[config.mk]
export PLATFORM = sky130hd
export DESIGN_NAME = mu_ram_1rw_arb
export DESIGN_NICKNAME = d
export VERILOG_FILES = /design/src/rtl/mu_ram_1rw_arb.sv
export SDC_FILE = /design/constraint.sdc
export NUM_CORES = 1
export LEC_CHECK = 0
export CORE_AREA = 2 2 72 74
export DETAILED_ROUTE_END_ITERATION = 8
export DIE_AREA = 0 0 74 76
export PLACE_DENSITY = 0.8
export SKIP_LAST_GASP = 1
export SLEW_MARGIN = 40
export SYNTH_ARGS = -nofsm -noshare
export SYNTH_HDL_FRONTEND = slang
export SYNTH_SLANG_ARGS = --single-unit
[constraint.sdc]
create_clock -name clk -period 2.4 [get_ports clk]
set_input_delay 0.36 -clock clk [delete_from_list [all_inputs] [get_ports clk]]
set_output_delay 0.36 -clock clk [all_outputs]
set_load 0.02 [all_outputs]
[src/rtl/mu_ram_1rw_arb.sv]
// Single-port RAM front end: write/read request merge plus a 2-entry read response buffer.
// Optional round-robin arbitration when MU_RAM_ARB_RR_EN is defined (fixed write priority otherwise).
module mu_ram_1rw_arb #(
    parameter int DW = 8,
    parameter int AW = 12
) (
    input  logic          clk,
    input  logic          rst,
    input  logic          wr_valid,
    output logic          wr_ready,
    input  logic [AW-1:0] wr_addr,
    input  logic [DW-1:0] wr_data,
    input  logic          rd_valid,
    output logic          rd_ready,
    input  logic [AW-1:0] rd_addr,
    output logic          rsp_valid,
    input  logic          rsp_ready,
    output logic [DW-1:0] rsp_data,
    output logic [AW-1:0] ram_addr,
    output logic [DW-1:0] ram_wr,
    output logic          ram_we,
    output logic          ram_re,
    input  logic [DW-1:0] ram_rd
);

    logic [1:0]    cnt_q, cnt_d;
    logic          inflight_q;
    logic          rp_q, wp_q;
    logic [DW-1:0] buf_q [2];
    logic [AW-1:0] addr_q;
    logic [2:0]    credits;
    logic          push, pop;
    logic          wr_ok, rd_ok;
    logic          wr_gnt, rd_gnt;

    assign credits   = {1'b0, cnt_q} + {2'b00, inflight_q};
    assign rsp_valid = !rst && (cnt_q != 2'd0);
    assign rsp_data  = buf_q[rp_q];
    assign pop       = rsp_valid & rsp_ready;
    // RAM read data is valid the cycle after the read is issued
    assign push      = inflight_q & !rst;

    assign wr_ok = wr_valid & !rst;
    assign rd_ok = rd_valid & !rst & ((credits < 3'd2) | pop);

`ifdef MU_RAM_ARB_RR_EN
    logic last_rd_q;

    always_comb begin
        wr_gnt = wr_ok & (!rd_ok | last_rd_q);
        rd_gnt = rd_ok & !wr_gnt;
    end

    always_ff @(posedge clk) begin
        if (rst) begin
            last_rd_q <= 1'b0;
        end else if (wr_gnt || rd_gnt) begin
            last_rd_q <= rd_gnt;
        end
    end
`else
    always_comb begin
        wr_gnt = wr_ok;
        rd_gnt = rd_ok & !wr_ok;
    end
`endif

    assign wr_ready = wr_gnt;
    assign rd_ready = rd_gnt;
    assign ram_we   = wr_gnt;
    assign ram_re   = rd_gnt;
    assign ram_wr   = wr_data;

    always_comb begin
        ram_addr = addr_q;
        if (wr_gnt) begin
            ram_addr = wr_addr;
        end else if (rd_gnt) begin
            ram_addr = rd_addr;
        end
    end

    always_comb begin
        cnt_d = cnt_q + {1'b0, push} - {1'b0, pop};
    end

    always_ff @(posedge clk) begin
        if (rst) begin
            cnt_q      <= 2'd0;
            inflight_q <= 1'b0;
            rp_q       <= 1'b0;
            wp_q       <= 1'b0;
            addr_q     <= '0;
        end else begin
            cnt_q      <= cnt_d;
            inflight_q <= rd_gnt;
            addr_q     <= ram_addr;
            if (push) begin
                wp_q <= ~wp_q;
            end
            if (pop) begin
                rp_q <= ~rp_q;
            end
        end
    end

    always_ff @(posedge clk) begin
        if (push) begin
            buf_q[wp_q] <= ram_rd;
        end
    end

endmodule
; ---- Word-level counts from Yosys, hierarchy flattened
; Memories as Yosys holds them, arrays and structs flattened. A register that Yosys moved wholly into a read port is not among the register bits.
; Index checks and enable logic that the tools add are counted.
; Widths: inputs -> output; s select.
[totals]
elab_cells = 29
ramBits = 16
reg_bits = 17
latchBits = 0
mem_bits_ro = 0
inputBits = 45
n_memories = 1
output_inout_bits = 33
[classes]
n_mul = 0
order_cmp = 1
bitwise_logic = 9
eq_ne = 0
addsub = 3
reduce_logical = 4
shift = 0
n_div = 0
n_mux = 6
[memory_table]
columns = name, depth, width, rd, rd_clocked_by_memory_dff, write_ports, line_no
row1 = buf_q, 2, 8, 1, 1, 1, 29  ; logic [DW-1:0] buf_q [2];
[op_table]
columns = operator, count
row1 = $mux 12, 2
row2 = $and 1x1->1, 6
row3 = $mux 1, 4
row4 = $add 2x1->3, 1
row5 = $lt 3x2->1 const B, 1
row6 = $add 2x1->2, 1
row7 = $logic_not 1->1, 2
row8 = $not 1->1, 2
row9 = $reduce_bool 2->1, 1
row10 = $sub 2x1->2, 1
row11 = $logic_and 1x1->1, 1
row12 = $or 1x1->1, 1

; ---- Depth between registers and ports, before layout
; Gate-level depths: netlist of the first run.
[depth]
word_depth = 8
depth_mapped = 9
ltp_nobuf = 8

; ---- Worst setup path before layout of the first run
; OpenSTA, ideal clock, no wires.
[synth_path]
kind = input-to-reg
startpoint = in rst
endpoint = reg cnt_q[1]
arrival_time_ns = 1.730
path_slack_ns = 0.543
n_path_buf = 1
setup_ns = 0.128
path_stages = 9
required_time_ns = 2.272
cell_sequence = buf_2 -> o21ba_2 -> and2_1 -> ha_1 -> inv_1 -> ha_1 -> xor2_1 -> xnor2_1 -> nor2_1
[synth_via]
elab_chain_len = 4
word_cells_on_any_way = 6
[synth_lines]
columns = element, line_no
row1 = start: declaration, 8  ; input logic rst,
row2 = $logic_not 1->1, 37  ; assign rsp_valid = !rst && (cnt_q != 2'd0);
row3 = $logic_and 1x1->1, 37
row4 = named net rsp_valid, 16  ; output logic rsp_valid,
row5 = $and 1x1->1, 39  ; assign pop = rsp_valid & rsp_ready;
row6 = named net pop, 32  ; logic push, pop;
row7 = $sub 2x1->2, 84  ; cnt_d = cnt_q + {1'b0, push} - {1'b0, pop};
row8 = end signal: assignment, 95  ; cnt_q <= cnt_d;
row9 = end: declaration, 26  ; logic [1:0] cnt_q, cnt_d;
; The timed path passes the listed nets, and every way through them passes these cells.
; A chain may end at the register's enable or synchronous reset.

; ---- Final worst setup path of the first run
[layout_path]
startpoint = in rd_valid
endpoint = out ram_addr[11]
[layout_via]
elab_chain_len = 5
[layout_lines]
columns = element, line_no
row1 = start: declaration, 13  ; input logic rd_valid,
row2 = $and 1x1->1 (2 in series), 44  ; assign rd_ok = rd_valid & !rst & ((credits < 3'd2) | pop);
row3 = $and 1x1->1, 64  ; rd_gnt = rd_ok & !wr_ok;
row4 = $mux 12, 78  ; end else if (rd_gnt) begin
row5 = $mux 12, 76  ; if (wr_gnt) begin
row6 = end: declaration, 19  ; output logic [AW-1:0] ram_addr,
; No other way between the ends.

==> results of run 1 <==
## layout by cell type (no fill, tap or decap), types with 9 or more instances in the layout
| cell type | Yosys | routed |
|---|---|---|
| clkdlybuf4s50_1 | 0 | 46 |
| nand2_1 | 13 | 13 |
| buf_4 | 10 | 17 |
| nand3_1 | 12 | 12 |
| a21oi_1 | 12 | 12 |
| nor4_1 | 12 | 12 |
| nor2_1 | 30 | 30 |
| nor3_1 | 24 | 24 |
| edfxtp_1 | 16 | 16 |
| dfxtp_1 | 18 | 18 |
| a22oi_2 | 9 | 9 |
## layout make-up
type                       count  area, sq um  area share
inverter                       5        23.77    0.009273
multi-input combinational    139        843.3      0.3289
clock buffer                   6        72.57     0.02831
tap                           70        87.58     0.03416
sequential                    34        840.8      0.3280
timing repair buffer          78        685.7      0.2674
clock inverter                 2        10.01    0.003904
## routing by layer
| metal | vias up | routed length [um] |
|---|---|---|
| met1 | 783 | 1844 |
| met4 | 0 | 116 |
| li1 | 834 | - |
| met5 | - | 0 |
| met3 | 14 | 373 |
| met2 | 77 | 2180 |
## synth_stat cells, drive strengths merged (2+ instances only)
library cell | count | area share
nand3 | 12 | 0.032
nor3 | 24 | 0.065
mux2 | 8 | 0.049
a22oi | 12 | 0.073
a21o | 2 | 0.012
nor4 | 12 | 0.040
buf | 20 | 0.069
dfxtp | 18 | 0.19
clkbuf | 5 | 0.010
and2 | 2 | 0.0067
ha | 2 | 0.013
nand2b | 3 | 0.010
edfxtp | 16 | 0.26
inv | 4 | 0.0081
nor2 | 30 | 0.061
a21oi | 12 | 0.032
xnor2 | 3 | 0.014
nand2 | 13 | 0.026
## stage by stage
stage | setup TNS (ns) | hold WS, ns | std cells | cell area (sq um) | total power, mW
2_1_floorplan | 0 | 0.4589 | 203 | 1856 | 0.8393
3_3_place_gp | -3.570 | 0.4957 | 326 | 2534 | 0.9797
3_5_place_dp | -3.709 | 0.5241 | 326 | 2534 | 0.9856
4_1_cts | -0.04574 | 0.5427 | 334 | 2621 | 1.379
5_1_grt | -0.06854 | 0.5743 | 334 | 2564 | 1.432
6_report | -0.01937 | 0.5350 | 334 | 2564 | 1.359
## power groups by stage
stage | Sequential, mW | Clock, mW | Combinational [mW]
finish | 0.648 | 0.406 | 0.305
global route | 0.651 | 0.447 | 0.334
CTS | 0.647 | 0.414 | 0.317
detailed placement | 0.660 | 0 | 0.325
global placement | 0.659 | 0 | 0.321
floorplan | 0.655 | 0 | 0.184
## logic make-up after synthesis
family / after synthesis
xor gates and xnor gates: 4
AOI/OAI and AO/OA: 27
muxes: 8
buffers and inverters: 30
and+or+nand+nor: 98
adders and majority gates: 2
DFF: 34
## sequential cells by signal, indices dropped and copies added, names as in the netlist, named ones only
| signal | count |
|---|---|
| cnt_q | 2 |
| rp_q | 1 |
| buf_q | 16 |
| addr_q | 12 |
| wp_q | 1 |
| inflight_q | 1 |
## worst max-delay path by stage
stage / end / depth (start not counted)
final: ram_addr[11] / 7
after global routing: ram_addr[11] / 7
after CTS: ram_addr[11] / 7
after detailed placement: ram_addr[10] / 7
after global placement: ram_addr[9] / 7
after floorplan: cnt_q[1] / 9
## repair_timing
item                       4_1_cts  5_1_grt
pin swaps                        0        0
setup endpoints to repair       14       15
resized for setup               32       15
## critical path: stages
cell and delay, ns:
clkdlybuf4s50_1 0.48, or3b_4 0.39, a21o_4 0.20, buf_4 0.18
nand3_1 0.09, nand2_1 0.07, clkdlybuf4s15_1 0.29
==> metrics.md, run 1 <==
| Metric | Value |
|---|---|
| Status | finished with violations |
| Failing checks | negative setup slack |
| Post-synth EDFFs | 16 |
| Int Pwr | 0.9814 mW |
| HPWL after DPL | 3252 um |
| N_diodes | 0 |
| TritonCTS clock tree | done |
| GR Util All Layers | 0.1701 |
| Max-cap violation count | 0 |
| Seq pwr share | 0.477 |
| CP endpoint kind | output port |
| Site row count | 26 |
| Number of remaining DRC errors | 0 |
| Placer Congestion | 0.7557 |
| Fin crit share | 1.008 |
| Critical R2R Launch | cnt_q[1] |
| Hold path start | inflight_q |
| Met3 Use GR | 0.05291 |
| Worst min path class | reg2reg |
| CP Data Arrival Time | 2.06 ns |
| Register-to-register setup slack | 0.76 ns |
| R2R depth | 8 |
| Initial antenna violation count | 0 |
| DR iter-0 viols | 127 |
| H-tree levels | 2 |
| Global-route track usage on met1 | 0.2105 |
| IO Port Bufs | 61 |
| VDD IR max | 0.2066 mV |
| Top Usage Layer GRT | met2 |
| Final number of setup-violating endpoints | 1 |
| Finished Core Util | 0.5219 |
| Setup bufs post-CTS | 0 |
| Top FF cell, synth | dfxtp_1 |
| Post-synthesis area per instance | 9.141 sq um |
| Initial Utilization | 0.3777 |
| Root Driver | clkbuf_8 |
| Drt first pass iters | 4 |
| Sequential-to-total area share from yosys stat | 0.4531 |
| Xor and xnor fraction of the mapped netlist area | 0.01888 |
| Synth async-reset ratio | 0 |
| Slew @ Worst Pin | 0.4997 ns |
| Post-CTS Hold Buffers | 0 |
| Post-synth cell types | 28 |
| Clock power share | 0.299 |
| Highest clock rate | 0.4133 GHz |
| Fin nets | 310 |
| Power per cell area | 530.0 mW/mm^2 |
| Die W | 74 um |
| Static leakage | 1.029 nW |
| Mapped Cells | 203 |
| Post-synthesis simple-gate area fraction | 0.2508 |
| Net Count, Synth | 250 |
| Critical R2R Capture | cnt_q[1] |
| Critical path class | in2out |
| NetSw | 0.3773 mW |
| Post-synthesis compound-gate area fraction | 0.1227 |
| Max-slew violation count | 0 |
| Sw frac | 0.2777 |
| Chip Height | 76 um |
| Share of cells above drive strength 1 | 0.2121 |
| Met2 Usage GRT | 0.2759 |
| Adder-cell area share of the yosys netlist | 0.01349 |
| Worst setup margin | -0.01937 ns |
| IO Count | 78 |
| CTS Buffer Depth | 2 |
| Clk sink count | 34 |
| Via count of the first global-routing pass | 1715 |
| Synth-to-layout area growth | 38.17% |
| Hold Crit Depth | 2 |
| Hold path endpoint | wp_q |
| Combinational family with the most area after synthesis | simple AND/OR/NAND/NOR gates |
| Cell Area, Synth | 0.001856 sq mm |
| Post-synthesis mux area share | 0.04855 |
| Fillers | 445 |
| Wire per inst | 13.52 um |
| Unrepaired setup endpoints after global routing | yes |
| Comb pwr share | 0.224 |
| Worst Setup SP | rd_valid |
| Clk_skew | 0.002958 ns |
| Largest net degree at the start of global routing | 37 |
| WL final | 4515 um |
| Die area | 0.005624 sq mm |
| Slew headroom | 0.6669 |
| Warnings, synthesis | 0 |
| Dpl ws | -0.2947 ns |
| Yosys reg bits | 34 |
| Global-route wire length before repair | 7700 um |
| Routed vias | 1708 |
| Post-route ant nets | 0 |
| Gr ovfl total | 0 |
| Clk Latency, worst-skew pair | 0.28 ns |
| Data required, critical path | 2.04 ns |
| Core Region | 0.004912 sq mm |
| Critical path peak fanout | 13 |
| Critical path launch point type | primary input |
| Vias per inst | 5.114 |
| Fin. Hold Viols | 0 |
| Num CTS Buffers | 5 |
| Clock slew seen by the registers of the worst setup and hold paths | 0.07 ns |
| Fin crit period | 2.419 ns |
No activity file was read; power rests on OpenSTA's default activity.
==> run 2: changes to the inputs <==
--- a/config.mk
+++ b/config.mk
@@ -6,9 +6,10 @@
 export NUM_CORES = 1
 export LEC_CHECK = 0
 export CORE_AREA = 2 2 72 74
+export CTS_CLUSTER_DIAMETER = 60
 export DETAILED_ROUTE_END_ITERATION = 8
 export DIE_AREA = 0 0 74 76
-export PLACE_DENSITY = 0.8
+export PLACE_DENSITY = 0.73
 export SKIP_LAST_GASP = 1
 export SLEW_MARGIN = 40
 export SYNTH_ARGS = -nofsm -noshare
==> run 2 against run 1 <==
Compared with the run above:
- the run now ends clean
- sequential power barely moved
- combinational power fell by 2%
- sequential share of layout area fell by 0.57 points
- flip-flop and latch count did not move
- setup slack improved by 0.041 ns
- via count fell by 3.0%
- fmax rose by 1.7%
- clock skew rose by 0.0058 ns
- clock power rose by 56%
- register-to-register slack barely moved
- critical path type unchanged
==> metrics.md, run 2 (synthesis gave the netlist of run 1 again) <==
| Metric | Value |
|---|---|
| CP Data Arrival Time | 2.02 ns |
| Reg with most FFs | buf_q |
| Highest clock rate | 0.4205 GHz |
| Slew @ Worst Pin | 0.4789 ns |
| Synth-to-layout area growth | 40.59% |
| CP endpoint kind | output port |
| Crit path cell chain | clkdlybuf4s50_1, or3b_4, a21o_4, buf_4, nand3_1, nand2_1, clkdlybuf4s15_1 |
| Max-cap violation count | 0 |
| GR Util All Layers | 0.1627 |
| Largest stage delay, worst path | 0.48 ns |
| Num CTS Buffers | 5 |
| Clk_skew | 0.008774 ns |
| Placed cell count | 324 |
| Fin crit period | 2.378 ns |
| Critical path launch point type | primary input |
| CTS Buffer Depth | 2 |
| Core Region | 0.004912 sq mm |
| Fin. Hold Viols | 0 |
| Design Power | 1.581 mW |
| TritonCTS clock tree | done |
| Crit-path slowest cell | clkdlybuf4s50_1 |
| Commonest non-fill, non-tap cell in the layout | clkdlybuf4s50_1 |
| IO Count | 78 |
| Data required, critical path | 2.04 ns |
| Placer Congestion | 0.7596 |
| Die W | 74 um |
| DR iter-0 viols | 58 |
| Post-route ant nets | 0 |
| Share of cells above drive strength 1 | 0.2099 |
| Gr ovfl total | 0 |
| Via count of the first global-routing pass | 1623 |
| Root Driver | clkbuf_8 |
| Site row count | 26 |
| Routed vias | 1656 |
| IO Port Bufs | 61 |
| Biggest regs | buf_q: 16 flops, addr_q: 12 flops, cnt_q: 2 flops |
| Clk Latency, worst-skew pair | 0.29 ns |
| Fin nets | 308 |
| H-tree levels | 2 |
| CP top delay family | buffers and inverters |
| Unrepaired setup endpoints after global routing | yes |
| N_diodes | 0 |
| Max-slew violation count | 0 |
| Clock slew seen by the registers of the worst setup and hold paths | 0.07 ns |
| Final number of setup-violating endpoints | 0 |
| Power per cell area | 606.2 mW/mm^2 |
| Max reg flops | 16 |
| Buf+Inv Stages, Crit Path | 3 |
| Clk sink count | 34 |
| Static leakage | 1.075 nW |
| Worst min path class | reg2reg |
| Global-route wire length before repair | 7258 um |
| WL final | 4463 um |
| Initial Utilization | 0.3777 |
| Chip Height | 76 um |
| Critical path class | in2out |
| VDD IR max | 0.2445 mV |
| Fin crit share | 0.9910 |
| Die area | 0.005624 sq mm |
| Most frequent cells in the layout | clkdlybuf4s50_1 (44), nor2_1 (30), nor3_1 (24) |
| Critical path peak fanout | 6 |
| Initial antenna violation count | 0 |
| Wire per inst | 13.44 um |
| Finished Core Util | 0.5311 |
| Status | finished clean |
| Drt first pass iters | 4 |
| Number of remaining DRC errors | 0 |
| Slew headroom | 0.6808 |
| Layout Cells excl Fill | 332 |
| Vias per inst | 4.988 |
| HPWL after DPL | 3206 um |
| Largest net degree at the start of global routing | 37 |
==> run 2: final timing paths <==
check                start           to  slack, ns  depth (start not counted)
setup reg to reg  cnt_q[0]     cnt_q[1]       0.75                          8
hold reg to reg       rp_q         rp_q       0.52                          2
hold / removal        rp_q         rp_q       0.52                          2
setup / recovery  rd_valid  ram_addr[8]       0.02                          7
==> run 2: worst min-delay path, delay by kind of cell (launching register included) <==
kind             cells  cell delay [ns]
flip-flops           1             0.33
XOR/XNOR             1             0.08
AND/OR/NAND/NOR      1             0.08
==> run 2: where the power goes <==
group | internal, mW | switching (mW)
Combinational | 0.147 | 0.153
Clock | 0.416 | 0.218
Sequential | 0.630 | 0.0170
Total | 1.19 | 0.388
==> run 2: repair_timing <==
action	in CTS	in global routing
resized for setup	18	23
hold buffers	0	0
buffers inserted	0	0
endpoints found under the setup margin	14	15
==> run 2: layout make-up <==
cell class	count	area, sq um
Tap cell	70	87.58
Multi-Input combinational cell	139	843.3
Fill cell	442	2303
Clock buffer	5	68.82
Clock inverter	3	68.82
Timing Repair Buffer	76	673.1
Inverter	5	26.28
Sequential cell	34	840.8
==> run 2: metal layers <==
layer  vias to the layer above  global-route usage  part of all wire
met5                         -                   0                 0
li1                        828                   -                 -
met1                       749              0.2042              0.43
met3                         6             0.04497             0.082
met4                         0             0.04000            0.0096
met2                        73              0.2723              0.48
==> run 2: stage by stage <==
step	instance area, sq um	hold slack, ns	setup TNS, ns	setup WS (ns)
6_report	2609	0.5183	0	0.02159
2_1_floorplan	1856	0.4589	0	0.5429
3_3_place_gp	2519	0.5007	-3.335	-0.2604
5_1_grt	2609	0.5587	-0.05715	-0.05715
3_5_place_dp	2519	0.5031	-3.629	-0.2861
4_1_cts	2644	0.5261	-0.01050	-0.01050
